`src/rtl/ariane_pkg.sv`:
```
// ariane_pkg: RoCC command/response types and dispatcher defaults shared across the core
package ariane_pkg;
  localparam int ROCC_NR_ACCEL = 4;
  localparam int ROCC_MAX_OUTSTANDING = 4;
  typedef struct packed {
    logic [6:0] funct7;
    logic [4:0] rs2;
    logic [4:0] rs1;
    logic       xd;
    logic       xs1;
    logic       xs2;
    logic [4:0] rd;
    logic [6:0] opcode;
  } rocc_instr_t;
  typedef struct packed {
    rocc_instr_t instr;
    logic [63:0] rs1;
    logic [63:0] rs2;
  } rocc_cmd_t;
  typedef struct packed {
    logic [63:0] resp_data;
    logic [4:0]  resp_rd;
  } rocc_resp_t;
endpackage

```
`src/rtl/rocc_dispatcher_if.sv`:
```
// rocc_dispatcher_if: core-side and accelerator-side RoCC handshakes around the dispatcher
interface rocc_dispatcher_if
  import ariane_pkg::*;
#(parameter int NR_ACCEL = ROCC_NR_ACCEL);
  rocc_cmd_t                 cmd_i;
  logic                      cmd_valid_i, cmd_ready_o;
  rocc_cmd_t  [NR_ACCEL-1:0] accel_cmd_o;
  logic       [NR_ACCEL-1:0] accel_cmd_valid_o, accel_cmd_ready_i;
  rocc_resp_t [NR_ACCEL-1:0] accel_resp_i;
  logic       [NR_ACCEL-1:0] accel_resp_valid_i, accel_resp_ready_o;
  rocc_resp_t                resp_o;
  logic                      resp_valid_o, resp_ready_i, busy_o;
  modport slave (
    input  cmd_i, cmd_valid_i, accel_cmd_ready_i, accel_resp_i, accel_resp_valid_i, resp_ready_i,
    output cmd_ready_o, accel_cmd_o, accel_cmd_valid_o, accel_resp_ready_o, resp_o, resp_valid_o, busy_o
  );
  modport master (
    output cmd_i, cmd_valid_i, accel_cmd_ready_i, accel_resp_i, accel_resp_valid_i, resp_ready_i,
    input  cmd_ready_o, accel_cmd_o, accel_cmd_valid_o, accel_resp_ready_o, resp_o, resp_valid_o, busy_o
  );
endinterface

```
`src/rtl/rocc_rr_arb.sv`:
```
// rocc_rr_arb: N-way round-robin one-hot arbiter; pointer moves past the winner on each grant
module rocc_rr_arb #(
  parameter int N = 4
) (
  input  logic         clk_i,
  input  logic         rst_ni,
  input  logic [N-1:0] req,
  input  logic         en,
  output logic [N-1:0] gnt
);
  localparam int IW = $clog2(N);
  logic [IW-1:0] ptr, idx;
  logic found;
  always_comb begin
    gnt = '0;
    idx = '0;
    found = 1'b0;
    for (int k = 0; k < N; k++) begin
      if (en && !found && req[IW'(ptr + IW'(k))]) begin
        found = 1'b1;
        idx = IW'(ptr + IW'(k));
      end
    end
    if (found) gnt[idx] = 1'b1;
  end
  always_ff @(posedge clk_i or negedge rst_ni)
    if (!rst_ni) ptr <= '0;
    else if (found) ptr <= IW'(idx + 1'b1);
endmodule

```
`src/rtl/rocc_dispatcher.sv`:
```
// rocc_dispatcher: routes RoCC commands to NR_ACCEL accelerators and merges their responses.
// Define ROCC_DISPATCH_RD_CHECK_EN to add a pending-rd scoreboard that stalls WAW hazards.
module rocc_dispatcher
  import ariane_pkg::*;
#(
  parameter int NR_ACCEL        = ROCC_NR_ACCEL,
  parameter int MAX_OUTSTANDING = ROCC_MAX_OUTSTANDING
) (
  input logic             clk_i,
  input logic             rst_ni,
  rocc_dispatcher_if.slave bus
);
  localparam int IW = $clog2(NR_ACCEL);
  logic [IW-1:0] tgt;
  logic xd, stall, cmd_fire, drain_ok, any_cnt;
  logic [3:0] cnt [NR_ACCEL];
  logic [NR_ACCEL-1:0] inc, gnt;
  rocc_resp_t resp_sel;
  assign tgt = bus.cmd_i.instr.funct7[IW-1:0];
  assign xd  = bus.cmd_i.instr.xd;
`ifdef ROCC_DISPATCH_RD_CHECK_EN
  logic [31:0] sb, sb_set, sb_clr;
  assign stall  = xd & ((cnt[tgt] == 4'(MAX_OUTSTANDING)) | sb[bus.cmd_i.instr.rd]);
  assign sb_set = (cmd_fire && xd) ? 32'(1) << bus.cmd_i.instr.rd : '0;
  assign sb_clr = (|gnt) ? 32'(1) << resp_sel.resp_rd : '0;
  // a new claim on an rd wins over a same-cycle release of it
  always_ff @(posedge clk_i or negedge rst_ni)
    if (!rst_ni) sb <= '0;
    else sb <= (sb & ~sb_clr) | sb_set;
`else
  assign stall = xd & (cnt[tgt] == 4'(MAX_OUTSTANDING));
`endif
  assign bus.cmd_ready_o = bus.accel_cmd_ready_i[tgt] & ~stall;
  assign bus.accel_cmd_o = {NR_ACCEL{bus.cmd_i}};
  assign cmd_fire        = bus.cmd_valid_i & bus.cmd_ready_o;
  assign inc             = (cmd_fire && xd) ? NR_ACCEL'(1) << tgt : '0;
  always_comb begin
    bus.accel_cmd_valid_o = '0;
    bus.accel_cmd_valid_o[tgt] = bus.cmd_valid_i & ~stall;
  end
  assign drain_ok = ~bus.resp_valid_o | bus.resp_ready_i;
  rocc_rr_arb #(.N(NR_ACCEL)) u_arb (
    .clk_i  (clk_i),
    .rst_ni (rst_ni),
    .req    (bus.accel_resp_valid_i),
    .en     (drain_ok),
    .gnt    (gnt)
  );
  assign bus.accel_resp_ready_o = gnt;
  always_comb begin
    resp_sel = '0;
    for (int i = 0; i < NR_ACCEL; i++) if (gnt[i]) resp_sel = bus.accel_resp_i[i];
  end
  // unsolicited responses still drain; the counter just stays at zero
  always_ff @(posedge clk_i or negedge rst_ni)
    if (!rst_ni) begin
      for (int i = 0; i < NR_ACCEL; i++) cnt[i] <= '0;
    end else begin
      for (int i = 0; i < NR_ACCEL; i++)
        if (inc[i] && !gnt[i]) cnt[i] <= cnt[i] + 4'd1;
        else if (gnt[i] && !inc[i] && cnt[i] != 4'd0) cnt[i] <= cnt[i] - 4'd1;
    end
  always_ff @(posedge clk_i or negedge rst_ni)
    if (!rst_ni) begin
      bus.resp_o <= '0;
      bus.resp_valid_o <= 1'b0;
    end else if (|gnt) begin
      bus.resp_o <= resp_sel;
      bus.resp_valid_o <= 1'b1;
    end else if (bus.resp_ready_i) begin
      bus.resp_valid_o <= 1'b0;
    end
  always_comb begin
    any_cnt = 1'b0;
    for (int i = 0; i < NR_ACCEL; i++) any_cnt = any_cnt | (|cnt[i]);
  end
  assign bus.busy_o = any_cnt | bus.resp_valid_o;
endmodule

```
`src/flat_wrapper.sv`:
```
// flat-port wrapper written by rule: the top's interface ports become plain ports
module rocc_dispatcher_flat import ariane_pkg::*;
#(
  parameter int NR_ACCEL        = ROCC_NR_ACCEL,
  parameter int MAX_OUTSTANDING = ROCC_MAX_OUTSTANDING
)
  (clk_i, rst_ni, bus_cmd_i, bus_cmd_valid_i, bus_accel_cmd_ready_i, bus_accel_resp_i, bus_accel_resp_valid_i, bus_resp_ready_i, bus_cmd_ready_o, bus_accel_cmd_o, bus_accel_cmd_valid_o, bus_accel_resp_ready_o, bus_resp_o, bus_resp_valid_o, bus_busy_o);
  rocc_dispatcher_if #(.NR_ACCEL(NR_ACCEL)) bus_i ();
  input logic clk_i;
  input logic rst_ni;
  input wire logic [$bits(bus_i.cmd_i)-1:0] bus_cmd_i;
  input wire logic [$bits(bus_i.cmd_valid_i)-1:0] bus_cmd_valid_i;
  input wire logic [$bits(bus_i.accel_cmd_ready_i)-1:0] bus_accel_cmd_ready_i;
  input wire logic [$bits(bus_i.accel_resp_i)-1:0] bus_accel_resp_i;
  input wire logic [$bits(bus_i.accel_resp_valid_i)-1:0] bus_accel_resp_valid_i;
  input wire logic [$bits(bus_i.resp_ready_i)-1:0] bus_resp_ready_i;
  output wire logic [$bits(bus_i.cmd_ready_o)-1:0] bus_cmd_ready_o;
  output wire logic [$bits(bus_i.accel_cmd_o)-1:0] bus_accel_cmd_o;
  output wire logic [$bits(bus_i.accel_cmd_valid_o)-1:0] bus_accel_cmd_valid_o;
  output wire logic [$bits(bus_i.accel_resp_ready_o)-1:0] bus_accel_resp_ready_o;
  output wire logic [$bits(bus_i.resp_o)-1:0] bus_resp_o;
  output wire logic [$bits(bus_i.resp_valid_o)-1:0] bus_resp_valid_o;
  output wire logic [$bits(bus_i.busy_o)-1:0] bus_busy_o;
  assign bus_i.cmd_i = bus_cmd_i;
  assign bus_i.cmd_valid_i = bus_cmd_valid_i;
  assign bus_i.accel_cmd_ready_i = bus_accel_cmd_ready_i;
  assign bus_i.accel_resp_i = bus_accel_resp_i;
  assign bus_i.accel_resp_valid_i = bus_accel_resp_valid_i;
  assign bus_i.resp_ready_i = bus_resp_ready_i;
  assign bus_cmd_ready_o = bus_i.cmd_ready_o;
  assign bus_accel_cmd_o = bus_i.accel_cmd_o;
  assign bus_accel_cmd_valid_o = bus_i.accel_cmd_valid_o;
  assign bus_accel_resp_ready_o = bus_i.accel_resp_ready_o;
  assign bus_resp_o = bus_i.resp_o;
  assign bus_resp_valid_o = bus_i.resp_valid_o;
  assign bus_busy_o = bus_i.busy_o;
  rocc_dispatcher #(.NR_ACCEL(NR_ACCEL), .MAX_OUTSTANDING(MAX_OUTSTANDING)) u_core (.clk_i(clk_i), .rst_ni(rst_ni), .bus(bus_i));
endmodule
```
`config.mk`:
```
export PLATFORM = sky130hd
export DESIGN_NAME = rocc_dispatcher_flat
export DESIGN_NICKNAME = d
export VERILOG_FILES = /design/src/rtl/ariane_pkg.sv /design/src/rtl/rocc_dispatcher_if.sv /design/src/rtl/rocc_rr_arb.sv /design/src/rtl/rocc_dispatcher.sv /design/src/flat_wrapper.sv
export SDC_FILE = /design/constraint.sdc
export NUM_CORES = 1
export LEC_CHECK = 0
export BUFFER_PORTS_ARGS = -buffer_cell sky130_fd_sc_hd__clkbuf_2
export CORE_AREA = 4 4 456 458
export CTS_BUF_LIST = sky130_fd_sc_hd__clkbuf_16
export DETAILED_ROUTE_END_ITERATION = 6
export DIE_AREA = 0 0 460 462
export PLACE_DENSITY = 0.3
export SYNTH_ARGS = -nofsm -noshare
export SYNTH_HDL_FRONTEND = slang
export SYNTH_SLANG_ARGS = --single-unit
```
`constraint.sdc`:
```
create_clock -name clk_i -period 3.85 [get_ports clk_i]
set_input_delay 0.1925 -clock clk_i [delete_from_list [all_inputs] [get_ports clk_i]]
set_output_delay 0.1925 -clock clk_i [all_outputs]
set_load 0.03 [all_outputs]
```
# Word-level counts from Yosys, hierarchy flattened
# Index checks and enable logic that the tools add are counted.
dict set report totals {
  latchBits 0
  rom_bits 0
  ff_bits 88
  elab_cells 132
  output_inout_bits 720
  n_memories 0
  ram_bits 0
}
dict set report op_classes {
  eq_ne 1
  addsub 12
  n_shift 1
  bitwise 13
  n_div 0
  multipliers 0
  muxes 41
  n_lt_le_gt_ge 9
  reduce_logical 47
}
# cell count
set op_table {}
lappend op_table {{2-to-1 mux 69 bit} 4}
lappend op_table {{2-to-1 mux 4 bit} 12}
lappend op_table {{logical AND 1 bit} 22}
lappend op_table {{OR reduction 4 bit} 5}
lappend op_table {{< comparator 2 x 3 -> 1 bit (second input constant)} 6}
lappend op_table {{adder 4 x 1 -> 4 bit (second input constant)} 4}
lappend op_table {{nonzero test 4 bit} 4}
lappend op_table {{subtractor 4 x 1 -> 4 bit (second input constant)} 4}
lappend op_table {{2-to-1 mux 1 bit} 13}
lappend op_table {{logical NOT 1 bit} 11}
lappend op_table {{binary-select mux 1 bit (select 2 bit)} 5}
lappend op_table {{nonzero test 2 bit} 5}
lappend op_table {{binary-select mux 4 bit (select 2 bit)} 1}
lappend op_table {{2-to-1 mux 2 bit} 4}
lappend op_table {{OR 1 bit} 5}
lappend op_table {{adder 2 x 1 -> 2 bit (second input constant)} 2}
lappend op_table {{adder 2 bit (second input constant)} 2}
lappend op_table {{AND 1 bit} 4}
lappend op_table {{AND 4 bit} 1}
lappend op_table {{demux 1 bit (select 2 bit)} 2}
lappend op_table {{equality test 4 x 3 -> 1 bit (second input constant)} 1}
lappend op_table {{>= comparator 2 x 1 -> 1 bit (second input constant)} 2}
lappend op_table {{left shift 1 x 2 -> 4 bit (first input constant)} 1}
lappend op_table {{>= comparator 3 bit (second input constant)} 1}
lappend op_table {{other kinds (2)} 3}

# Depth between registers and ports, before layout
dict set report logic_depth {
  ltp_word 25
  mapped_depth 15
  ltp_nobuf 14
}

# Hierarchy
# From an unflattened synthesis, not the netlist that was laid out.
dict set report hier_totals {
  hier_cells 1281
  area_unflattened_um2 10462.5
}
# module cells_each instances area_each_um2
set modules_own_cells {}
lappend modules_own_cells {rocc_dispatcher 1241 1 10162.2}
lappend modules_own_cells {rocc_rr_arb 40 1 300.3}

# Worst setup path before layout
# No wires, ideal clock.
dict set report synth_timing {
  path_type {flip-flop to flip-flop}
  start {register u_core.u_arb.ptr[0]}
  end {register u_core.cnt[15] (netlist bit)}
  n_path_buf 1
  arrival_time_ps 2945
  slack_ps 781
  setup_time_ps 124
  required_time_ps 3726
  path_stages_with_launch 14
  cell_sequence {dfrtp_1 or4_1 a21oi_1 o21ai_0 o22a_1 ha_1 clkbuf_1 nand3_1 nand2b_1 ha_1 a21o_1 a21oi_1 nand3_1 a211o_1}
}
dict set report synth_via {
  elab_chain_len 24
  word_cells_on_any_way 41
  classes_between {3 x add/sub; 2 x order compare; 20 x mux; 16 x reduce/logical}
}
# item line_no
set synth_rtl {}
lappend synth_rtl {{start, declared} rocc_rr_arb.sv:12} ;# logic [IW-1:0] ptr, idx;
lappend synth_rtl {{start signal, assigned} rocc_rr_arb.sv:28} ;# else if (found) ptr <= IW'(idx + 1'b1);
lappend synth_rtl {{binary-select mux 1 bit (select 2 bit)} rocc_rr_arb.sv:19} ;# if (en && !found && req[IW'(ptr + IW'(k))]) begin
lappend synth_rtl {{2-to-1 mux 1 bit (implied by the code)} rocc_rr_arb.sv:19}
lappend synth_rtl {{logical AND 1 bit} rocc_rr_arb.sv:19}
lappend synth_rtl {{2-to-1 mux 1 bit} rocc_rr_arb.sv:19}
lappend synth_rtl {{logical NOT 1 bit} rocc_rr_arb.sv:19}
lappend synth_rtl {{logical AND 1 bit (2 in a row)} rocc_rr_arb.sv:19}
lappend synth_rtl {{2-to-1 mux 1 bit} rocc_rr_arb.sv:19}
lappend synth_rtl {{logical NOT 1 bit} rocc_rr_arb.sv:19}
lappend synth_rtl {{(+7 left out)} n/a}
lappend synth_rtl {{< comparator 2 x 3 -> 1 bit (implied by the code) / >= comparator 2 x 1 -> 1 bit (equally long branches)} rocc_rr_arb.sv:24} ;# if (found) gnt[idx] = 1'b1;
lappend synth_rtl {{logical AND 1 bit (implied by the code)} rocc_rr_arb.sv:24}
lappend synth_rtl {{2-to-1 mux 1 bit (implied by the code)} rocc_rr_arb.sv:24}
lappend synth_rtl {{demux 1 bit (select 2 bit)} rocc_rr_arb.sv:24}
lappend synth_rtl {{2-to-1 mux 4 bit (*)} rocc_rr_arb.sv:24}
lappend synth_rtl {{logical NOT 1 bit / logical AND 1 bit (equally long branches)} {rocc_dispatcher.sv:60, rocc_dispatcher.sv:61}}
lappend synth_rtl {{logical AND 1 bit, on equally long branches} {rocc_dispatcher.sv:60, rocc_dispatcher.sv:61}}
lappend synth_rtl {{2-to-1 mux 4 bit / nonzero test 2 bit (equally long branches)} n/a}
lappend synth_rtl {{end signal, assigned by index} rocc_dispatcher.sv:60} ;# if (inc[i] && !gnt[i]) cnt[i] <= cnt[i] + 4'd1;
lappend synth_rtl {{end, declared} rocc_dispatcher.sv:16} ;# logic [3:0] cnt [NR_ACCEL];
# Mark *: on every way between the ends. The rest lies on a longest branch, timed or not. The select of a mux whose other input is x is not followed.
# A chain may end at the register's enable or synchronous reset.

# Final worst setup path
dict set report layout_timing {
  start {register u_core.u_arb.ptr[0]}
  end {register u_core.cnt[3] (netlist bit)}
}
# The elaborated chain is that of the path after synthesis.

==> summary.txt <==
Power
  • P_int: 3110 uW
  • Switching share of power: 0.534
  • Seq pwr share: 0.240
  • Net switching power: 3560 uW
  • Worst vdd rail ir drop: 212 uV
  • Tot Pwr: 6670 uW
  • Comb power frac: 0.591
  • P_leak: approximately 0.0042 uW
  • Pwr dens: 540 nW/um^2
  • Clk network pwr share: 0.168

Setup path
  • Critical path buffers and inverters: 0
  • RR Startpoint: u_core.u_arb.ptr[0]$_DFFE_PN0N_
  • Worst-path fanout max: 11
  • Most used cell, CP: a21o_1
  • Critical path launch point type: flop
  • Slowest cell delay on critical path: between 0.5 and 0.6 ns
  • Slowest CP cell: or4_1
  • Delay-heaviest family, CP: compound AO/OA/AOI/OAI gates
  • Required time of the critical path: 4.21 ns
  • Data arrival time of the critical path: 3.80 ns
  • CP cell instances: or4_1 -> a21oi_1 -> o21ai_0 -> o22ai_1 -> ha_4 -> nand3_1 -> nand2b_1 -> ha_1 -> a21o_1 -> a21o_1 -> and2_1 -> mux2i_1 -> xnor2_1
  • Worst Setup Path Type: flop to flop
  • Nature of the critical path endpoint: flop
  • Crit path from: u_core.u_arb.ptr[0]$_DFFE_PN0N_

Detailed routing
  • Post-route DRC: 0
  • Vias/cell: 2.28
  • WL/cell: 26.9 um
  • Post-DRT Antenna Nets: 0
  • Drt pass-1 iters: 5
  • Final wirelength: 104000 um
  • Vias: roughly 8800
  • Iter 0 DRT Violations: 480

Global routing
  • GRT Util Overall: 0.0940
  • Pin count of the biggest net entering global routing: slightly below 80
  • Initial antenna violation count: 83
  • Total gr overflow: 0
  • Number of global-route vias before repair: ~8900
  • First-pass GRT wire length: roughly 120000 um

Clocking
  • Worst-path clk slew: approximately 0.10 ns
  • CTS HTree Levels: 3
  • Largest buffer count on any clock path: 2
  • Cts bufs inserted: 9
  • CTS sink count: 88
  • CTS root buf: clkbuf_16
  • CTS tree: yes
  • Clock Latency Late Sink: 0.45 ns
  • Post-cts resize count: 0

Layout
  • Fraction of layout cells with a size suffix above 1: 0.399
  • Area occupied by multi-input gates: 4070 um^2
  • Register area: 2200 um^2
  • Fillers: 24209
  • Area delta synth->final: 8.83%
  • Nets: 1623

Placement
  • I/O Buffers: 382
  • Dpl hpwl: 91700 um
  • Global placement routability congestion: 0.746
  • DP Worst Slack: 0.450 ns

Logic synthesis
  • Synth warn: 0
  • Synth cell types: 53
  • Synth top cells by count: 640 x buf_4, 143 x a21oi_1, 143 x nand2_1, 88 x dfrtp_1
  • Cell taking the most area after synthesis: buf_4
  • Synth async-reset ratio: 1.00
  • Mapped Nets: 1901
  • Register area share after synthesis: 0.194
  • Yosys top cell area share: 0.423
  • Top-count cell post-synth: buf_4
  • Avg Cell Area, Syn: 7.90 um^2
  • Synthesized netlist cell count: 1437
  • EDFF count, synth: 0
  • Mapped Area: 11300 um^2
  • Top post-synthesis cells by area: buf_4 42%, dfrtp_1 19%, a21oi_1 6.3%
  • #FFs+latches synth: 88
  • Main synth FF type: dfrtp_1

Min path
  • Worst Hold Launch: bus_accel_resp_i[257]
  • Class of the worst hold path: input port to flop

Timing
  • Clock skew: 0.0169 ns
  • Setup TNS: 0 ns
  • Final setup violation count: 0
  • Slew HR: 0.398
  • Worst-margin pin slew: 0.903 ns
  • F_max: roughly 290 MHz
  • Crit share post-route: 0.894
  • RSZ-0062 raised after global routing: false
  • Final min period: 3.44 ns
  • Slew Viols, Final: 0
  • Setup ws final: slightly above 0.4 ns
  • Hold Vio Cnt, Final: 0

Die
  • Core Region: 204000 um^2
  • Die width: 460 um
  • # rows: between 150 and 200
  • IO Count: 1168
  • DIE AREA: 213000 um^2
  • Initial Util: 0.0556
  • Die Y: 462 um

Status
  • Outcome: completed

Flow run
  • Max-cap violations: 0
## per-layer routing
| metal | up-vias | global-route usage | wire, um |
|---|---|---|---|
| li1 | 3639 | - | - |
| met2 | 874 | 0.157 | 49000 |
| met4 | 50 | 0.0485 | 5850 |
| met5 | - | 0.00747 | 492 |
| met1 | 3844 | 0.0747 | 28100 |
| met3 | 400 | 0.0834 | 20500 |
## stage by stage
| step | instances | instance area [um^2] | hold WS [ns] | utilization |
|---|---|---|---|---|
| after floorplan | 1437 | 11300 | -0.103 | - |
| after detailed placement | 3835 | 12000 | 0.352 | 0.0588 |
| after global routing | 3857 | 12300 | 0.0481 | 0.0604 |
| final | 3869 | 12300 | 0.0859 | 0.0605 |
| after CTS | 3852 | 12300 | 0.0104 | 0.0603 |
| after global placement | 3835 | 12000 | 0.356 | 0.0588 |
## worst reg2reg max path, cell delays in order, from the launching register on
cell and delay (ns):
dfrtp_1 0.50, or4_1 0.55, a21oi_1 0.15, o21ai_0 0.16, o22ai_1 0.39, ha_4 0.25
nand3_1 0.11, nand2b_1 0.16, ha_1 0.25, a21o_1 0.18, a21o_1 0.19, and2_1 0.15
mux2i_1 0.19, xnor2_1 0.15
## power groups by stage
stage / Sequential [uW] / Clock (uW) / Combinational, uW
2_1_floorplan: 2070 / 0 / 2850
3_3_place_gp: 1630 / 0 / 4170
3_5_place_dp: 1640 / 0 / 4170
4_1_cts: 1620 / 1250 / 4180
5_1_grt: 1670 / 1250 / 4350
6_report: 1600 / 1120 / 3940
## cells in the final DEF (no fill, tap or decap), types with 6 or more instances in the layout
| cell | Yosys | layout |
|---|---|---|
| diode_2 | 0 | 17 |
| o211ai_1 | 69 | 69 |
| mux2_2 | 8 | 8 |
| o21a_1 | 69 | 69 |
| nand2b_1 | 10 | 10 |
| ha_1 | 12 | 8 |
| a21o_1 | 7 | 7 |
| buf_4 | 640 | 32 |
| nor2_1 | 15 | 15 |
| a21oi_1 | 143 | 143 |
| nand3_1 | 6 | 6 |
| clkbuf_2 | 0 | 381 |
| buf_12 | 0 | 9 |
| nand3b_1 | 69 | 69 |
| nor3_1 | 6 | 6 |
| clkbuf_16 | 0 | 9 |
| a22o_1 | 8 | 8 |
| dfrtp_1 | 88 | 88 |
| nand2_1 | 143 | 143 |
## cells by family (layout without fill, tap and decap cells)
logic type,count (synthesis),after routing,synth area share
muxes,14,14,0.0154
AOI/OAI and AO/OA,314,314,0.185
other,0,17,0
DFF,88,88,0.194
adders and majority gates,16,16,0.0203
buffers and inverters,719,446,0.451
and+or+nand+nor,276,276,0.127
xor gates and xnor gates,10,10,0.00772
## worst paths after layout
kind | end | cells past startpoint | slack [ns]
min in group asynchronous | u_core.cnt[1]$_DFFE_PN0P_ | 2 | 0.40
setup / recovery | u_core.cnt[3]$_DFFE_PN0P_ | 13 | 0.41
hold reg to reg | u_core.cnt[7]$_DFFE_PN0P_ | 1 | 0.48
setup reg to reg | u_core.cnt[3]$_DFFE_PN0P_ | 13 | 0.41
hold / removal | u_core.bus.resp_o[50]$_DFFE_PN0P_ | 4 | 0.09
max in group asynchronous | u_core.bus.resp_o[32]$_DFFE_PN0P_ | 3 | 2.45
## registers in the layout, indices dropped and copies added (netlist names)
signal,cells
u_core.u_arb.ptr,2
u_core.cnt,16
u_core.bus.resp_valid_o,1
u_core.bus.resp_o,69
## repair_timing
| item | 4_1_cts | 5_1_grt |
|---|---|---|
| setup endpoints to repair | 0 | 0 |
| setup buffers | 0 | 0 |
| hold buffers | 1 | 0 |
| endpoints found under the hold margin | 46 | 0 |
## area by class of cell
class                      count  area share
inverter                       6     0.00182
multi-input combinational    630       0.330
sequential                    88       0.178
clock buffer                   9      0.0182
clock inverter                 7     0.00578
antenna                       17     0.00344
timing repair buffer         424       0.190
tap                         2688       0.272
Power figures use the tool's default switching activity.
